**src/rtl/fifo_arb_pkg.sv**
```systemverilog
// Shared types and helpers for the FIFO write-port arbiter and related schedulers.
package fifo_arb_pkg;

  typedef enum logic {
    IDLE  = 1'b0,
    GRANT = 1'b1
  } state_t;

  // Bits needed to index n requesters (never less than 1).
  function automatic int unsigned clog2_id(input int unsigned n);
    int unsigned w;
    w = 1;
    while ((32'd1 << w) < n) begin
      w = w + 1;
    end
    return w;
  endfunction

endpackage

```
**src/rtl/fifo_wr_arbiter_if.sv**
```systemverilog
// Producer streams plus FIFO write port and grant status, as seen by the arbiter.
interface fifo_wr_arbiter_if #(
  parameter int unsigned N_REQ      = 4,
  parameter int unsigned DATA_WIDTH = 8,
  parameter int unsigned ID_WIDTH   = 2,
  parameter int unsigned BCNT_WIDTH = 8
);

  logic [N_REQ-1:0]             req_valid;
  logic [N_REQ-1:0]             req_last;
  logic [N_REQ*DATA_WIDTH-1:0]  req_data;
  logic [N_REQ-1:0]             req_ready;
  logic                         fifo_full;
  logic                         fifo_wr_en;
  logic [DATA_WIDTH+ID_WIDTH-1:0] fifo_wr_data;
  logic                         grant_valid;
  logic [ID_WIDTH-1:0]          grant_id;
  logic [BCNT_WIDTH-1:0]        beat_cnt;

  // Producers and FIFO status side.
  modport master (
    output req_valid, req_last, req_data, fifo_full,
    input  req_ready, fifo_wr_en, fifo_wr_data, grant_valid, grant_id, beat_cnt
  );

  // Arbiter side.
  modport slave (
    input  req_valid, req_last, req_data, fifo_full,
    output req_ready, fifo_wr_en, fifo_wr_data, grant_valid, grant_id, beat_cnt
  );

endinterface

```
**src/rtl/fifo_wr_arbiter_rr_pick.sv**
```systemverilog
// Combinational round-robin picker: first set request strictly after i_last, with wrap.
module rr_pick #(
  parameter int unsigned N  = 4,
  parameter int unsigned IW = 2
) (
  input  logic [N-1:0]  i_req,
  input  logic [IW-1:0] i_last,
  output logic          o_any,
  output logic [IW-1:0] o_idx
);

  localparam int unsigned SW = IW + 1;
  localparam int unsigned AW = IW + 2;

  logic [2*N-1:0] w_dbl;
  logic [N-1:0]   w_rot;
  logic [SW-1:0]  w_start;
  logic [SW-1:0]  w_pos;
  logic [AW-1:0]  w_sum;
  logic [AW-1:0]  w_wrap;

  assign o_any   = |i_req;
  assign w_dbl   = {i_req, i_req};
  assign w_start = SW'(i_last) + SW'(1);

  // Rotating the doubled vector puts requester (last+1) at bit 0.
  assign w_rot = N'(w_dbl >> w_start);

  always_comb begin
    w_pos = '0;
    for (int i = N - 1; i >= 0; i--) begin
      if (w_rot[i]) begin
        w_pos = SW'(i);
      end
    end
  end

  assign w_sum  = AW'(w_start) + AW'(w_pos);
  assign w_wrap = (w_sum >= AW'(N)) ? (w_sum - AW'(N)) : w_sum;
  assign o_idx  = IW'(w_wrap);

endmodule

```
**src/rtl/fifo_wr_arbiter.sv**
```systemverilog
// Round-robin, burst-limited arbiter sharing one sync FIFO write port among N_REQ
// valid/ready producers; beats are tagged with the owner ID.
module fifo_wr_arbiter
  import fifo_arb_pkg::*;
#(
  parameter int unsigned N_REQ      = 4,
  parameter int unsigned DATA_WIDTH = 8,
  parameter int unsigned ID_WIDTH   = 2,
  parameter int unsigned MAX_BURST  = 4,
  parameter int unsigned BCNT_WIDTH = 8
) (
  input  logic             clk,
  input  logic             rst,
  fifo_wr_arbiter_if.slave bus
);

  localparam int unsigned FIFO_W = DATA_WIDTH + ID_WIDTH;

  if (N_REQ < 2 || N_REQ > 16) begin : g_chk_nreq
    $error("fifo_wr_arbiter: N_REQ must be within 2..16");
  end
  if (ID_WIDTH != clog2_id(N_REQ)) begin : g_chk_id
    $error("fifo_wr_arbiter: ID_WIDTH must equal clog2(N_REQ)");
  end
  if (MAX_BURST < 1 || MAX_BURST > 255) begin : g_chk_burst
    $error("fifo_wr_arbiter: MAX_BURST must be within 1..255");
  end
  if ((MAX_BURST >> BCNT_WIDTH) != 0) begin : g_chk_bcnt
    $error("fifo_wr_arbiter: BCNT_WIDTH too narrow for MAX_BURST");
  end

  state_t                r_state;
  state_t                w_state_nxt;
  logic [ID_WIDTH-1:0]   r_grant_id;
  logic [ID_WIDTH-1:0]   w_grant_id_nxt;
  logic [ID_WIDTH-1:0]   r_last;
  logic [ID_WIDTH-1:0]   w_last_nxt;
  logic [BCNT_WIDTH-1:0] r_beat_cnt;
  logic [BCNT_WIDTH-1:0] w_bcnt_nxt;
  logic                  r_grant_valid;

  logic                  w_any;
  logic [ID_WIDTH-1:0]   w_pick;
  logic [N_REQ-1:0]      w_ready;
  logic                  w_xfer;
  logic                  w_owner_valid;
  logic                  w_owner_last;
  logic                  w_burst_end;
  logic [DATA_WIDTH-1:0] w_owner_data;
  logic [DATA_WIDTH-1:0] w_payload [N_REQ];

  for (genvar g = 0; g < N_REQ; g++) begin : g_payload
    assign w_payload[g] = bus.req_data[g*DATA_WIDTH +: DATA_WIDTH];
  end

  rr_pick #(
    .N  (N_REQ),
    .IW (ID_WIDTH)
  ) u_pick (
    .i_req  (bus.req_valid),
    .i_last (r_last),
    .o_any  (w_any),
    .o_idx  (w_pick)
  );

  assign w_owner_valid = bus.req_valid[r_grant_id];
  assign w_owner_last  = bus.req_last[r_grant_id];
  assign w_owner_data  = w_payload[r_grant_id];
  assign w_burst_end   = (r_beat_cnt == BCNT_WIDTH'(MAX_BURST - 1));

  // Next-state, counters and combinational handshake; rst blocks any write in its cycle.
  always_comb begin
    w_state_nxt    = r_state;
    w_grant_id_nxt = r_grant_id;
    w_last_nxt     = r_last;
    w_bcnt_nxt     = r_beat_cnt;
    w_ready        = '0;
    w_xfer         = 1'b0;
    case (r_state)
      IDLE: begin
        if (w_any) begin
          w_grant_id_nxt = w_pick;
          w_last_nxt     = w_pick;
          w_bcnt_nxt     = '0;
          w_state_nxt    = GRANT;
        end
      end
      GRANT: begin
        w_ready[r_grant_id] = !bus.fifo_full && !rst;
        w_xfer              = w_owner_valid && !bus.fifo_full && !rst;
        if (w_xfer) begin
          w_bcnt_nxt = r_beat_cnt + BCNT_WIDTH'(1);
        end
        if (!w_owner_valid || (w_xfer && (w_owner_last || w_burst_end))) begin
          w_state_nxt = IDLE;
        end
      end
      default: begin
        w_state_nxt = IDLE;
      end
    endcase
  end

  always_ff @(posedge clk) begin
    if (rst) begin
      r_state       <= IDLE;
      r_grant_id    <= '0;
      r_last        <= ID_WIDTH'(N_REQ - 1);
      r_beat_cnt    <= '0;
      r_grant_valid <= 1'b0;
    end else begin
      r_state       <= w_state_nxt;
      r_grant_id    <= w_grant_id_nxt;
      r_last        <= w_last_nxt;
      r_beat_cnt    <= w_bcnt_nxt;
      r_grant_valid <= (w_state_nxt == GRANT);
    end
  end

  logic [FIFO_W-1:0] w_wr_data;
  assign w_wr_data = {r_grant_id, w_owner_data};

  assign bus.req_ready    = w_ready;
  assign bus.fifo_wr_en   = w_xfer;
  assign bus.fifo_wr_data = w_wr_data;
  assign bus.grant_valid  = r_grant_valid;
  assign bus.grant_id     = r_grant_id;
  assign bus.beat_cnt     = r_beat_cnt;

  // Run-time invariants of the write port.
  always_ff @(posedge clk) begin
    if (!rst) begin
      assert (!(w_xfer && bus.fifo_full))
        else $error("fifo_wr_arbiter: write while fifo_full");
      assert (r_beat_cnt <= BCNT_WIDTH'(MAX_BURST))
        else $error("fifo_wr_arbiter: burst exceeded MAX_BURST");
      assert (r_grant_valid == (r_state == GRANT))
        else $error("fifo_wr_arbiter: grant_valid out of step with state");
    end
  end

endmodule

```
**src/flat_wrapper.sv**
```systemverilog
// flat-port wrapper written by rule: the top's interface ports become plain ports
module fifo_wr_arbiter_flat import fifo_arb_pkg::*;
#(
  parameter int unsigned N_REQ      = 4,
  parameter int unsigned DATA_WIDTH = 8,
  parameter int unsigned ID_WIDTH   = 2,
  parameter int unsigned MAX_BURST  = 4,
  parameter int unsigned BCNT_WIDTH = 8
)
  (clk, rst, bus_req_valid, bus_req_last, bus_req_data, bus_fifo_full, bus_req_ready, bus_fifo_wr_en, bus_fifo_wr_data, bus_grant_valid, bus_grant_id, bus_beat_cnt);
  fifo_wr_arbiter_if #(.N_REQ(N_REQ), .DATA_WIDTH(DATA_WIDTH), .ID_WIDTH(ID_WIDTH), .BCNT_WIDTH(BCNT_WIDTH)) bus_i ();
  input  logic clk;
  input  logic rst;
  input wire logic [$bits(bus_i.req_valid)-1:0] bus_req_valid;
  input wire logic [$bits(bus_i.req_last)-1:0] bus_req_last;
  input wire logic [$bits(bus_i.req_data)-1:0] bus_req_data;
  input wire logic [$bits(bus_i.fifo_full)-1:0] bus_fifo_full;
  output wire logic [$bits(bus_i.req_ready)-1:0] bus_req_ready;
  output wire logic [$bits(bus_i.fifo_wr_en)-1:0] bus_fifo_wr_en;
  output wire logic [$bits(bus_i.fifo_wr_data)-1:0] bus_fifo_wr_data;
  output wire logic [$bits(bus_i.grant_valid)-1:0] bus_grant_valid;
  output wire logic [$bits(bus_i.grant_id)-1:0] bus_grant_id;
  output wire logic [$bits(bus_i.beat_cnt)-1:0] bus_beat_cnt;
  assign bus_i.req_valid = bus_req_valid;
  assign bus_i.req_last = bus_req_last;
  assign bus_i.req_data = bus_req_data;
  assign bus_i.fifo_full = bus_fifo_full;
  assign bus_req_ready = bus_i.req_ready;
  assign bus_fifo_wr_en = bus_i.fifo_wr_en;
  assign bus_fifo_wr_data = bus_i.fifo_wr_data;
  assign bus_grant_valid = bus_i.grant_valid;
  assign bus_grant_id = bus_i.grant_id;
  assign bus_beat_cnt = bus_i.beat_cnt;
  fifo_wr_arbiter #(.N_REQ(N_REQ), .DATA_WIDTH(DATA_WIDTH), .ID_WIDTH(ID_WIDTH), .MAX_BURST(MAX_BURST), .BCNT_WIDTH(BCNT_WIDTH)) u_core (.clk(clk), .rst(rst), .bus(bus_i));
endmodule
```
**config.mk**
```make
export PLATFORM = sky130hd
export DESIGN_NAME = fifo_wr_arbiter_flat
export DESIGN_NICKNAME = d
export VERILOG_FILES = /design/src/rtl/fifo_arb_pkg.sv /design/src/rtl/fifo_wr_arbiter_if.sv /design/src/rtl/fifo_wr_arbiter_rr_pick.sv /design/src/rtl/fifo_wr_arbiter.sv /design/src/flat_wrapper.sv
export SDC_FILE = /design/constraint.sdc
export NUM_CORES = 1
export LEC_CHECK = 0
export ABC_AREA = 1
export CORE_AREA = 4 4 70 72
export DETAILED_ROUTE_END_ITERATION = 6
export DIE_AREA = 0 0 74 76
export PLACE_DENSITY = 0.62
export SETUP_SLACK_MARGIN = 0.05
export SYNTH_ARGS = -nofsm -noshare
export SYNTH_HDL_FRONTEND = slang
export SYNTH_SLANG_ARGS = --single-unit
```
**constraint.sdc**
```tcl
create_clock -name clk -period 2.1 [get_ports clk]
set_input_delay 0.42 -clock clk [delete_from_list [all_inputs] [get_ports clk]]
set_output_delay 0.42 -clock clk [all_outputs]
set_load 0.02 [all_outputs]
```
==> results of run 1 <==
## critical path, stage by stage
cell and delay (ns):
clkdlybuf4s50_1 0.43, nor2_2 0.14, nand2_1 0.10, buf_4 0.16, nor2_1 0.08, buf_2 0.17
## layer usage
layer	routed length [µm]	track usage [%]
met5	0	0
met4	53	4.35
met3	496	2.64
met2	1720	22.3
met1	1890	19.6
## cell usage in the layout, fill, tap and decap left out, drive strengths merged
cell,netlist,final
a21boi,1,1
dlygate4sd2,0,8
a22oi,7,7
or2,1,1
o21ai,4,4
xor2,1,1
clkbuf,3,3
nand3b,1,1
xnor2,3,3
dfxtp,13,13
nor2,19,19
o211ai,1,1
nand4,4,4
clkinv,1,2
buf,4,24
inv,23,23
nand3,37,37
clkdlybuf4s50,0,53
nand2,61,61
nor3,1,1
dlymetal6s2s,0,2
ha,2,2
a21oi,11,11
## sequential cells by signal (all words and copies together), names as in the netlist
register and flops:
u_core.r_state 1, u_core.r_last 2, u_core.bus.grant_id 2, u_core.bus.beat_cnt 8
## stage by stage
step | cells | setup TNS, ns | power (µW) | utilization (%)
detailed placement | 329 | -1.97 | 1970 | 48.3
global placement | 329 | -1.70 | 1960 | 48.3
global route | 334 | 0 | 2330 | 49.2
floorplan | 198 | 0 | 1300 | -
finish | 334 | 0 | 2140 | 49.2
CTS | 333 | 0 | 2130 | 49.2
## final cells by class
| class | count | area [µm²] | area share, % |
|---|---|---|---|
| clock buffer | 3 | 41.3 | 1.95 |
| clock inverter | 1 | 5.00 | 0.237 |
| inverter | 24 | 97.6 | 4.62 |
| multi-input combinational | 154 | 848 | 40.1 |
| sequential | 13 | 263 | 12.4 |
| tap | 52 | 65.1 | 3.08 |
| timing repair buffer | 87 | 793 | 37.5 |
## kinds of logic (layout without fill, tap and decap cells)
logic type	count (synthesis)	after routing	share of synthesized area, %
adder cells (fa/ha/maj)	2	2	2.03
AND/OR/NAND/NOR	124	124	47.9
AO/OA/AOI/OAI	24	24	15.0
flip-flops	13	13	21.2
XOR/XNOR	4	4	2.85
buffers and inverters	31	115	11.1
## power breakdown
group / total (µW) / leakage [µW] / switching (µW) / internal, µW
Sequential: 370 / 0.000107 / 75.3 / 295
Clock: 233 / 0.0000255 / 101 / 131
Combinational: 1540 / 0.000801 / 855 / 683
Total: 2140 / 0.000933 / 1030 / 1110
## how the worst max path moves through the flow
| stage | slack (ns) | from | to |
|---|---|---|---|
| 6_report | 0.18 | rst | bus_req_ready[3] |
| 5_1_grt | 0.07 | bus_req_valid[2] | u_core.bus.grant_id[1] |
| 4_1_cts | 0.05 | rst | bus_req_ready[0] |
| 3_5_place_dp | -0.34 | rst | bus_fifo_wr_en |
| 3_3_place_gp | -0.31 | rst | bus_fifo_wr_en |
| 2_1_floorplan | 0.50 | u_core.r_last[1] | u_core.bus.grant_id[0] |
## timing repair
| action | 4_1_cts | 5_1_grt |
|---|---|---|
| buffers inserted | 0 | 1 |
| gates cloned | 0 | 0 |
| endpoints found under the setup margin | 13 | 12 |
| pin swaps | 0 | 3 |
| resized for setup | 28 | 9 |
==> flow_results.org, run 1 <==
** Status
- Run status :: completed

** Place
- Detailed Place HPWL :: 3370 µm
- In this run the cell area measured after placement is 0.00207 mm².
- During placement, the flow inserted port buffers numbering between 60 and 70.
- Prior to clock tree synthesis, the placed netlist has a worst setup slack of -0.337 ns.
- Final weighted congestion in routability-driven placement :: between 0.7 and 0.8

** STA
- Unrepaired setup endpoints after global routing :: no
- In this run the tightest slew margin relative to its limit is 79.9%.
- Hold Fails Final Rpt :: 0
- Pins Over Slew Limit :: 0
- Final worst-path setup slack :: around 0.18 ns
- The smallest clock period supported by the final layout is computed as between 1.5 and 2 ns.
- Fin crit share :: about nine tenths
- Hold is met by 0.503 ns.
- Highest attainable clock frequency :: between 0.5 and 0.6 GHz
- Between clock sinks in the finished design, the worst skew comes to 0.00100 ns.
- For the pin with the worst max-slew slack, the measured transition is 0.301 ns.
- Final number of setup-violating endpoints :: 0

** Routing
- Dividing the detail-routed via count by the number of cells gives 4.66.
- Overall via count from detail_route :: 1555
- The first detailed-routing pass ran for 4 iterations.
- The count of nets left with antenna violations once routing finished came out at 0.
- In this run, the number of DRC markers left after iteration 0 of detailed routing was 51.
- After detailed routing, the number of remaining DRC violations is 0.
- The final layout contains routed wiring with a total length of 4160 µm.
- Dividing the detail-routed wire length by the instance count gives 12.4 µm.

** Power
- IR analysis of the VDD net gives a maximum drop of about 360 µV.
- Static Leak :: 0.000933 µW
- Total power per unit cell area :: 1010 mW/mm²

** Synth
- Number of flip-flops and latches in the synthesized netlist :: 13
- Top-count cell post-synth :: nand2_1
- Warnings from Yosys :: 0
- The synthesized design contains 0 enable-type register cells.
- Top cell types by occurrence after synthesis :: 51 x nand2_1, 37 x nand3_1, 19 x inv_1
- Cell types occupying the most area after synthesis :: dfxtp_1 21%, nand2_1 16%, nand3_1 15%
- Synth Flop Type :: dfxtp_1
- Total standard cell area after synthesis :: 0.00123 mm²
- Synthesis produced 198 cells.
- Sequential share of the synthesized area :: 21.2%
- Fraction of synthesized cell area taken by the top area cell type :: 21.2%
- Synthesized netlist net count :: 243
- Post-synthesis cell type with the largest combined area :: dfxtp_1
- Yosys mapped the design onto 30 distinct sky130hd cell types.
- Share of synthesized registers carrying an async set or reset :: 0%
- In this run the mean area of a mapped cell was 6.21 µm².

** Critical path
- Worst-path fanout max :: 4
- In this run the critical register-to-register path is launched from u_core.r_last[1].
- The critical path is of the input port to output pin type.
- For flop-to-flop paths, the worst setup slack is 0.37 ns.
- Data on the critical path is required at its endpoint by ~1.7 ns.
- STA classifies the critical path startpoint as an input port.
- The worst setup path is captured at an output pin.
- Depth of the most critical reg-to-reg path :: 9
- Arrival time reported for the critical path endpoint :: 1.50 ns
- In this run the critical register-to-register path is captured at u_core.bus.grant_id[0].

** Die
- Core outline area :: 0.00429 mm²
- In this run the vertical extent of the chip is between 70 and 80 µm.
- Effective utilization at floorplan :: 28.6%
- The floorplan step defined a die boundary enclosing 0.00562 mm².
- Row generation in the floorplan step produced 24 rows.
- Total I/O pin count :: just under 70
- The die is 74 µm wide.

** Min path
- Along the worst hold path, the cell count comes to 2.
- Tightest Hold Check Type :: flop to flop
- Worst hold path startpoint :: u_core.bus.beat_cnt[5]
- The worst hold path terminates at u_core.bus.beat_cnt[5].

** Clocking
- Number of buffers inserted by hold repair at cts :: 0
- The longest clock path from root to sink contains 2 buffers.
- Number of sinks driven by the clock tree :: 13
- For the worst-skew pair, the clock arrives at the later sink with an insertion delay of 0.25 ns.
- Clock-pin slew was measured on the worst setup and hold paths at 0.06 ns.
- CTS root buffer :: clkbuf_8
- Clock tree synthesis inserted a total of 3 buffers.
- In this run the number of H-tree levels came out at 1.
- TritonCTS built the clock tree.

** Cells and area
- Fill count :: 461
- Area added between synthesis and finish :: 71.8%
- Fraction of final layout cells sized beyond drive strength 1 :: 21.6%
- Area of all placed cells without fillers :: 0.00211 mm²
- Nets :: 328
- 0 antenna diodes ended up in the layout.

** GRT
- Largest net degree at the start of global routing :: 12
- Sum of overflow across all layers after global routing :: 0
- GRT Overall Usage :: 14.3%
- The initial antenna violation count came to 0.
- Via count of the first global-routing pass :: between 1000 and 1500
- Wire length of the first global-routing pass :: 6490 µm

** Job
- Across the run, the number of max-cap violations was 0.
Note: power is estimated with default switching activity, not from simulation.
==> run 2, diff against run 1 <==
--- a/config.mk
+++ b/config.mk
@@ -6,11 +6,12 @@
 export NUM_CORES = 1
 export LEC_CHECK = 0
 export ABC_AREA = 1
-export CORE_AREA = 4 4 70 72
+export CORE_AREA = 4 4 69 71
 export DETAILED_ROUTE_END_ITERATION = 6
-export DIE_AREA = 0 0 74 76
+export DIE_AREA = 0 0 73 75
 export PLACE_DENSITY = 0.62
 export SETUP_SLACK_MARGIN = 0.05
 export SYNTH_ARGS = -nofsm -noshare
 export SYNTH_HDL_FRONTEND = slang
+export SYNTH_HIERARCHICAL = 1
 export SYNTH_SLANG_ARGS = --single-unit
==> run 2 against run 1 <==
Sequential share of layout area increased by 0.29 points. Via count increased by 2.4%. Wire length decreased by 5.7%. Critical path depth unchanged. Final area decreased by 2.3%. Sequential power about the same. Cell count unchanged. First-iteration DRC count increased by 51%. Synthesized area decreased by 3.1%. Worst hold slack improved by 0.029 ns. Clock power decreased by 4%. Fmax increased by 0.79%. Largest cell class is now non-clock buffers.
==> flow_results.org, run 2 <==
** Status
- The run finished with clean final reports.

** GRT
- The number of global-route vias before repair was 1458 (+1.7%).
- GRT Overall Usage :: 14.0% (-0.32 points)
- Largest net degree at the start of global routing :: 13 (+1)
- The wire length of the first global-routing pass was 6260 µm (-3.6%).
- Antenna violations before repair :: 0 (unchanged)
- Sum of overflow across all layers after global routing :: 0 (unchanged)

** Critical path
- Arrival time reported for the critical path endpoint :: 1.48 ns (-0.02 ns)
- The required arrival time at the worst endpoint was 1.68 ns (about the same).
- The startpoint identified for the worst register-to-register timing path is u_core/r_last[0].
- On the critical path, the stage with the largest delay is an instance of dfxtp_2.
- CP Cell Sequence :: inv_4 > nor2_1 > buf_4 > a22oi_1 > nand3_1 > dlygate4sd2_1
- The critical path's largest stage delay was 0.37 ns (-0.06 ns).
- The worst setup path is launched from a flop.
- Setup Crit Path Kind :: flop to output pin
- Reg-to-reg slack, setup :: 0.29 ns (-0.08 ns)
- Worst-path fanout max :: 8 (+4)
- The worst setup path is captured at an output pin.
- Worst setup path startpoint :: u_core/bus.grant_id[0]

** Synth
- The synthesis-stage register bit count was 13 (unchanged).
- Total standard cell area after synthesis :: 0.00119 mm² (-3.1%)
- Synthesized instance count :: 198 (unchanged)
- The unique cell type count in the Yosys netlist was 25 (-17%).
- Warnings from Yosys :: 6 (+6)
- By instance count, the leading cell after synthesis is nand3_1.
- Number of synthesized flops with an enable pin :: 0 (unchanged)
- The commonest cells after synthesis are 48 x nand3_1, 46 x nand2_1, 15 x inv_1.
- Fraction of synthesized cell area taken by the top area cell type :: 21.8% (+0.67 points)
- Synth Flop Type :: dfxtp_1
- The register area share after synthesis came to 21.8% (+0.67 points).
- Share of synthesized registers carrying an async set or reset :: 0% (unchanged)
- Synthesized netlist net count :: 243 (unchanged)
- The biggest area contributor in the post-synthesis netlist is dfxtp_1.
- The post-synthesis average cell area was 6.02 µm² (-3.1%).
- After synthesis, the cell types taking the most area are dfxtp_1 22%, nand3_1 20%, nand2_1 14%.

** STA
- The worst setup skew after layout was 0.00421 ns (+0.00320 ns).
- The worst-case headroom to the max-slew limit came to 81.0% (+1.1 points).
- The measured slew at the worst slew-check pin is 0.284 ns (-0.0169 ns).
- The final worst setup slack was 0.196 ns (+0.0151 ns).
- Hold Fails Final Rpt :: 0 (unchanged)
- Setup repair after global routing left no endpoint under its margin.
- The part of the cycle the worst path needs was 90.7% (-0.72 points).
- Pins Over Slew Limit :: 0 (unchanged)
- The timing-limited maximum frequency is 0.525 GHz (+0.79%).
- The minimum period implied by the final worst setup slack came to 1.90 ns (-0.0151 ns).
- Final number of setup-violating endpoints :: 0 (unchanged)

** Clocking
- The H-tree depth was 1 (unchanged).
- Number of sinks driven by the clock tree :: 13 (unchanged)
- Post-CTS setup repair buffer count :: 0 (unchanged)
- CTS Buf Count :: 3 (unchanged)
- TritonCTS clock tree :: built
- Clock latency reported for the late side of the worst-skew pair :: 0.24 ns (about the same)
- The number of buffers on the longest clock path came to 2 (unchanged).
- Number of buffers inserted by hold repair at cts :: 0 (unchanged)
- The tree is rooted in a clkbuf_8.
- Register clock-pin slew on the reported worst setup and hold paths :: 0.06 ns (about the same)

** Routing
- The post-route antenna net violation count was 0 (unchanged).
- Detail-routed via count per cell :: 4.77 (+2.4%)
- The per-cell routed wire length was 11.7 µm (-5.7%).
- The total vias in the final route came to 1593 (+2.4%).
- The post-detailed-routing wire length was 3920 µm (-5.7%).
- The number of detailed-routing iterations run before antenna repair came to 4 (unchanged).
- DRC Markers :: 0 (unchanged)
- The number of design-rule violations left by the first detailed-router iteration is 77 (+51%).

** Job
- Count of maximum capacitance violations :: 0 (unchanged)

** Power
- The total power density per cell area came to 960 mW/mm² (-5.2%).
- The switching share of total power was 47.7% (-0.44 points).
- The internal power summed over all cells was 1040 µW (-6.5%).
- Static Leak :: 0.000931 µW (-0.28%)
- Clk network pwr share :: 11.3% (+0.4 points)
- The sum of internal, switching and leakage power came to 1980 µW (-7.3%).
- The switching power came to 947 µW (-8.2%).
- Peak VDD IR :: 366 µV (+2.5%)
- Logic gate share of total power :: 70.1% (-1.7 points)
- The fraction of power consumed by sequential logic is 18.6% (+1.3 points).

** Min path
- Worst hold path startpoint :: u_core/bus.beat_cnt[1]
- Tightest Hold Check Type :: flop to flop

** Place
- Detailed Place HPWL :: 3230 µm (-4.0%)
- The count of buffers from port buffering was 68 (unchanged).
- The placement-stage worst setup slack is -0.295 ns (+0.0418 ns).
- Final weighted congestion in routability-driven placement :: 0.842 (+9.8%)

** Cells and area
- The library cell used most frequently in the layout, excluding fill and tap cells, is clkdlybuf4s50_1.
- Nets :: 328 (unchanged)
- Leaving out fill and tap cells, the most frequent cells in the layout are 51 x clkdlybuf4s50_1, 48 x nand3_1, 46 x nand2_1.
- The final design utilization is 48.8% (-0.42 points).
- Area added between synthesis and finish :: 73.2%
- The count of inserted antenna diode cells was 0 (unchanged).
- The fraction of layout cells with a size suffix above 1 was 19.9% (-1.8 points).
- Max reg flops :: 8 (unchanged)

** Die
- The die height is 75 µm (-1.3%).
- The initial cell density of the core came to 28.2% (-0.48 points).
- The I/O pin total is 69 (unchanged).
- The core area came to 0.00423 mm² (-1.4%).
- # rows :: 24 (unchanged)
- Die W :: 73 µm (-1.4%)
- The area of the die came to 0.00548 mm² (-2.6%).
==> run 2: cell types whose count changed after synthesis, moves of 3 or more <==
cell | before | now
nor2_1 | 18 | 13
nand3_1 | 37 | 48
a21oi_2 | 7 | 4
xnor2_1 | 3 | 0
inv_1 | 19 | 15
o21ai_0 | 0 | 7
nand2_1 | 51 | 46
nor3_1 | 1 | 5
==> run 2: through the flow <==
stage / hold WS [ns] / area, µm² / TNS [ns] / instances
after floorplan: 0.482 / 1190 / 0 / 198
after global placement: 0.517 / 2040 / -1.73 / 330
after detailed placement: 0.523 / 2040 / -1.78 / 330
after CTS: 0.534 / 2070 / 0 / 334
after global routing: 0.570 / 2070 / 0 / 334
final: 0.532 / 2070 / 0 / 334
==> run 2: critical path: cells and delay by family, from the launching register on <==
family	cells	cell delay (ns)
buffers and inverters	3	0.58
flip-flops	1	0.37
AND/OR/NAND/NOR	2	0.14
AO/OA/AOI/OAI	1	0.14
==> run 2: power by group through the flow <==
stage / registers (µW) / logic [µW] / clock network (µW)
floorplan: 360 / 870 / 0
global placement: 368 / 1470 / 0
detailed placement: 370 / 1470 / 0
CTS: 370 / 1400 / 230
global route: 377 / 1550 / 239
finish: 370 / 1390 / 223
==> run 2: logic make-up (layout without fill, tap and decap cells) <==
logic type                 count (synthesis)  in the layout  share of synthesized area [%]
and+or+nand+nor                          127            127                           50.1
buffers and inverters                     32            116                           12.9
AOI/OAI and AO/OA                         23             23                           12.4
DFF                                       13             13                           21.8
adders and majority gates                  2              2                           2.10
xor gates and xnor gates                   1              1                          0.735
==> run 2: path summary, 6_finish.rpt <==
check | depth (start not counted) | to
max | 6 | bus_fifo_wr_data[5]
min | 2 | u_core/bus.beat_cnt[1]
max reg2reg | 15 | u_core/r_last[1]
min reg2reg | 2 | u_core/bus.beat_cnt[1]
==> run 2: layout make-up <==
class	instances	area, µm²
clock buffers	3	41.3
repair buffers	89	813
clock inverters	1	5.00
well taps	52	65.1
flip-flops and latches	13	263
multi-input cells	153	785
fillers	441	2170
inverters	23	93.8
==> run 2: per-layer routing <==
layer | vias to the layer above | GRT usage, % | share of wire (%)
met5 | - | 0 | 0
met4 | 0 | 3.89 | 0.43
met3 | 4 | 2.27 | 6.9
met2 | 52 | 25.4 | 49
met1 | 710 | 16.9 | 43
li1 | 827 | - | -
==> run 2: timing repair <==
item                       4_1_cts  5_1_grt
gates resized for setup         17       18
gates cloned                     0        0
setup endpoints to repair       13        7
pin swaps                        0        1
==> RTL edit 1 (config.mk and constraints of run 2) <==
`BCNT_WIDTH` is set to 8 in 3 places; all go to 12.
--- a/src/rtl/fifo_wr_arbiter_if.sv
+++ b/src/rtl/fifo_wr_arbiter_if.sv
@@ -3,7 +3,7 @@
   parameter int unsigned N_REQ      = 4,
   parameter int unsigned DATA_WIDTH = 8,
   parameter int unsigned ID_WIDTH   = 2,
-  parameter int unsigned BCNT_WIDTH = 8
+  parameter int unsigned BCNT_WIDTH = 12
 );
 
   logic [N_REQ-1:0]             req_valid;
--- a/src/rtl/fifo_wr_arbiter.sv
+++ b/src/rtl/fifo_wr_arbiter.sv
@@ -7,7 +7,7 @@
   parameter int unsigned DATA_WIDTH = 8,
   parameter int unsigned ID_WIDTH   = 2,
   parameter int unsigned MAX_BURST  = 4,
-  parameter int unsigned BCNT_WIDTH = 8
+  parameter int unsigned BCNT_WIDTH = 12
 ) (
   input  logic             clk,
   input  logic             rst,
--- a/src/flat_wrapper.sv
+++ b/src/flat_wrapper.sv
@@ -5,7 +5,7 @@
   parameter int unsigned DATA_WIDTH = 8,
   parameter int unsigned ID_WIDTH   = 2,
   parameter int unsigned MAX_BURST  = 4,
-  parameter int unsigned BCNT_WIDTH = 8
+  parameter int unsigned BCNT_WIDTH = 12
 )
   (clk, rst, bus_req_valid, bus_req_last, bus_req_data, bus_fifo_full, bus_req_ready, bus_fifo_wr_en, bus_fifo_wr_data, bus_grant_valid, bus_grant_id, bus_beat_cnt);
   fifo_wr_arbiter_if #(.N_REQ(N_REQ), .DATA_WIDTH(DATA_WIDTH), .ID_WIDTH(ID_WIDTH), .BCNT_WIDTH(BCNT_WIDTH)) bus_i ();
Interface: changed (resized bus_beat_cnt); port bits go from 69 to 73. The function was not compared with the original's and may differ.
==> RTL edit 1 against run 2 <==
Design area rose by 19%; combinational power rose by 17%; power rose by 16%; die area did not move; worst setup slack got worse by 24 ps; first-iteration DRC count rose by 51%; routed wire length rose by 31%; sequential cell count rose by 4; area after synthesis rose by 29%; largest cell class is now multi-input gates; highest routed layer unchanged.
==> RTL edit 1: results (changes against run 2) <==
[layout]
fillers=436  ; -1.1%
largest_register_ffs=12  ; +4
drive_gt1_share_pct=19.8  ; -0.091 points

[synthesis]
ys_seq_area_share_pct=22.2  ; +0.34 points
synthDistinctLibCells=30  ; +20%
synth_nets=304  ; +25%
syn_area_per_cell_sq_um=5.93  ; -1.6%
synth_common_cells=nand2_1, nand3_1, nor2_1, inv_1, dfxtp_1

[power]
p_sw_mw=1.09  ; +15%
p_comb_share_pct=70.8  ; +0.7 points

[sta]
maxSlewHeadroom_pct=75.5  ; -5.5 points
finalClockSkew_ps=5.88  ; +1.67 ps

[place]
postPlaceCellArea_sq_um=2400  ; +18%
port_buffers=72  ; +5.9%
dp_hpwl_um=3830  ; +19%

[detailed_routing]
wl_per_cell_um=13.0  ; +11%
wl_met2_um=2290  ; +18%
met3_wirelength_um=442  ; +64%
initialDrtViolationCount=116  ; +51%

[grt]
grt_start_max_net_pins=21  ; +8
grt_use_met2_pct=31.0  ; +5.6 points
grt_pass1_wl_um=8100  ; +29%
grt_use_total_pct=18.5  ; +4.5 points
grt_pass1_vias=1735  ; +19%

[min_path]
min_from=u_core/bus.grant_id[0]

[worst_setup_path]
cp.arrival_ps=1510  ; +30 ps
crit_fanout=6  ; -2

[run_status]
status=completed

[RTL edit 1: cell count changes after synthesis, moves of 3 or more]
cell	delta
nor2_1	+9
nand3_1	+5
nand2_2	-4
nand2_1	+36
nand3_2	+3
inv_1	+6
buf_6	+3
nand4_1	-3
nand2_4	-3
dfxtp_1	+4
[RTL edit 1: cell type report]
type | instances | area share [%]
multi-input cells | 203 | 42.0
inverters | 26 | 4.28
flip-flops and latches | 17 | 13.9
repair buffers | 94 | 35.3
clock buffers | 4 | 1.83
well taps | 52 | 2.65
[RTL edit 1: cell families after synthesis]
logic type | Yosys count | synth area share [%]
flops | 17 | 22.2
simple gates | 176 | 52.5
buf+inv | 39 | 13.1
compound gates | 24 | 10.0
xor+xnor | 1 | 0.571
fa+ha+maj | 2 | 1.63
[RTL edit 1: repair_timing]
item | 4_1_cts | 5_1_grt
resized for setup | 41 | 29
cloned | 0 | 0
pin swaps | 1 | 3
hold buffers | 0 | 0
setup buffers | 3 | 0
endpoints found under the setup margin | 15 | 18
[RTL edit 1: worst paths after layout]
kind                             to  slack, ps  cells past startpoint
max                bus_req_ready[2]        170                      5
min          u_core/bus.grant_id[0]        510                      2
max reg2reg        u_core/r_last[1]        250                     13
min reg2reg  u_core/bus.grant_id[0]        510                      2
[RTL edit 1: through the flow]
| step | utilization [%] | TNS, ps | hold WS, ps |
|---|---|---|---|
| floorplan | - | 0 | 520 |
| global placement | 56.7 | -2630 | 489 |
| detailed placement | 56.7 | -2670 | 499 |
| CTS | 58.5 | 0 | 509 |
| global route | 58.0 | 0 | 536 |
| finish | 58.0 | 0 | 508 |
[RTL edit 1: worst max-delay path: stages]
cell and delay [ps]:
clkdlybuf4s50_1 480, nor2_4 140, nand2_2 130, nor3_1 150, buf_2 190
==> RTL edit 2 (config.mk and constraints of run 2) <==
Made on the original files. One comparison of `r_beat_cnt` changes from == to >=.
--- a/src/rtl/fifo_wr_arbiter.sv
+++ b/src/rtl/fifo_wr_arbiter.sv
@@ -66,7 +66,7 @@
   assign w_owner_valid = bus.req_valid[r_grant_id];
   assign w_owner_last  = bus.req_last[r_grant_id];
   assign w_owner_data  = w_payload[r_grant_id];
-  assign w_burst_end   = (r_beat_cnt == BCNT_WIDTH'(MAX_BURST - 1));
+  assign w_burst_end   = (r_beat_cnt >= BCNT_WIDTH'(MAX_BURST - 1));
 
   // Next-state, counters and combinational handshake; rst blocks any write in its cycle.
   always_comb begin
Behaviour: no difference found for any inputs over 10 cycles, from zero or initial values and one cycle with rst high; that may be too few to reach the edited logic, so the function may still have changed.
==> RTL edit 2 against run 2 <==
Final cell count up 0.30%; critical path depth decreased by 3; largest power group unchanged; maximum frequency decreased by 0.23%; area after synthesis is 1.8% higher; design area grew 2.2%; non-clock buffer count shrank 1; worst setup slack got worse by 4.4 ps; routed wire length grew 6.0%; sequential cell count unchanged; power rose by 6.6%.
==> RTL edit 2: results (changes against run 2) <==
[grt]
grt_start_max_net_pins=20  ; +7
antenna_found_initial=0  ; unchanged
grt_pass1_wl_um=6780  ; +8.4%
use_met1_pct=20.7  ; +3.9 points
grt_use_total_pct=15.2  ; +1.2 points
grt_pass1_vias=1499  ; +2.8%
grt_use_met2_pct=24.3  ; -1.1 points

[detailed_routing]
top_layer_used=met4
initialDrtViolationCount=140  ; +82%
wl_um=4160  ; +6.0%
wl_met2_um=2090  ; +8.0%
routedLengthMet1_um=1830  ; +7.5%
met3_wirelength_um=195  ; -28%
via_per_inst=4.77  ; about the same

[place]
postPlaceCellArea_sq_um=2040  ; +0.18%
dp_hpwl_um=3310  ; +2.4%
place_inst=329  ; -0.30%
gp_congestion=0.772  ; -8.4%

[power]
power.leakage_nw=0.966  ; +3.8%
p_sw_mw=1.02  ; +7.9%
seq-power_mw=0.347  ; -6.2%
internal_power_mw=1.09  ; +5.4%
p_comb_share_pct=72.8  ; +2.7 points
peakVddDrop_uv=480  ; +31%

[min_path]
min_path_cells=2  ; unchanged
hold_end=u_core/bus.grant_id[1]
hp-class=register to register
min_from=u_core/bus.grant_id[1]

[synthesis]
synth_nets=246  ; +1.2%
synthDistinctLibCells=28  ; +12%
synth_top_family_by_area=simple AND/OR/NAND/NOR gates
synth_common_cells=nand2_1, nand3_1, nor2_1, dfxtp_1, inv_1
yosys-top-cells-area=dfxtp_1, nand3_1, nand2_1, a22oi_1, nor2_1
synth_compound_area_share_pct=11.6  ; -0.73 points
yosysWarnings=6  ; unchanged
synth_mux_area_share_pct=0  ; unchanged
syn_area_per_cell_sq_um=6.04  ; +0.26%
synth-xor-area-share_pct=1.44  ; +0.71 points
yosys.area_share.adder_pct=2.06  ; -0.037 points
ys_seq_area_share_pct=21.4  ; -0.38 points

[sta]
finalClockSkew_ps=0.442  ; -3.76 ps
maxSlewHeadroom_pct=81.3  ; +0.30 points

[layout]
drive_gt1_share_pct=17.0  ; -2.9 points
final_cells=335  ; +0.30%
fin_util_pct=49.9  ; +1.1 points
largest_register_ffs=8  ; unchanged

[worst_setup_path]
slowest_delay_ps=590  ; +220 ps
crit_slowest_cell=clkdlybuf4s50_1
r2r_setup_slack_ps=380  ; +90 ps
crit_fanout=6  ; -2
cp.arrival_ps=1490
worstReg2RegEnd=u_core/bus.grant_id[1]

[clocking]
clk_latency_ps=240  ; about the same
clock-root-buffer=clkbuf_8
cts_buffers=3  ; unchanged
h-tree-depth=1  ; unchanged
clk_pin_slew_ps=60  ; about the same

[run_status]
status=completed

## RTL edit 2: cell types whose count changed after synthesis, moves of 2 or more
cell / delta
a21oi_1: +2
a21oi_2: -3
inv_1: -4
inv_2: -2
nand2_1: +14
nand2_2: -3
nand2_4: -3
nand4_1: -2
nor2_4: +2
nor2_8: +2
o21ai_0: -4
## RTL edit 2: stage by stage
stage	worst slack (ps)	hold WS [ps]
after detailed placement	-240	500
after floorplan	281	520
after global placement	-230	495
after global routing	84.0	539
final	191	514
after CTS	58.0	525
## RTL edit 2: area by class of cell
class                      instances  share of cell area (%)
tap                               52                    3.08
clock buffer                       3                    1.96
multi-input combinational        162                    40.0
sequential                        13                    12.4
clock inverter                     1                   0.237
inverter                          16                    2.96
timing repair buffer              88                    39.4
## RTL edit 2: tightest hold or removal path, cell delays in order, from the launching register on
cell and delay [ps]:
dfxtp_2 340, nand2_1 80, a21oi_2 50
## RTL edit 2: how the worst max path moves through the flow
stage | from | cells past startpoint | endpoint | slack (ps)
6_report | u_core/bus.grant_id[0] | 3 | bus_grant_id[0] | 190
3_5_place_dp | rst | 5 | bus_req_ready[1] | -240
4_1_cts | bus_fifo_full | 5 | bus_req_ready[1] | 60
5_1_grt | rst | 5 | bus_req_ready[3] | 80
3_3_place_gp | rst | 5 | bus_req_ready[3] | -230
2_1_floorplan | u_core/bus.grant_id[0] | 4 | bus_req_ready[1] | 280
## RTL edit 2: repair_timing
| action | 4_1_cts | 5_1_grt |
|---|---|---|
| endpoints found under the setup margin | 15 | 8 |
| gates resized for setup | 21 | 18 |
| pin swaps | 0 | 2 |
| buffers inserted | 0 | 2 |
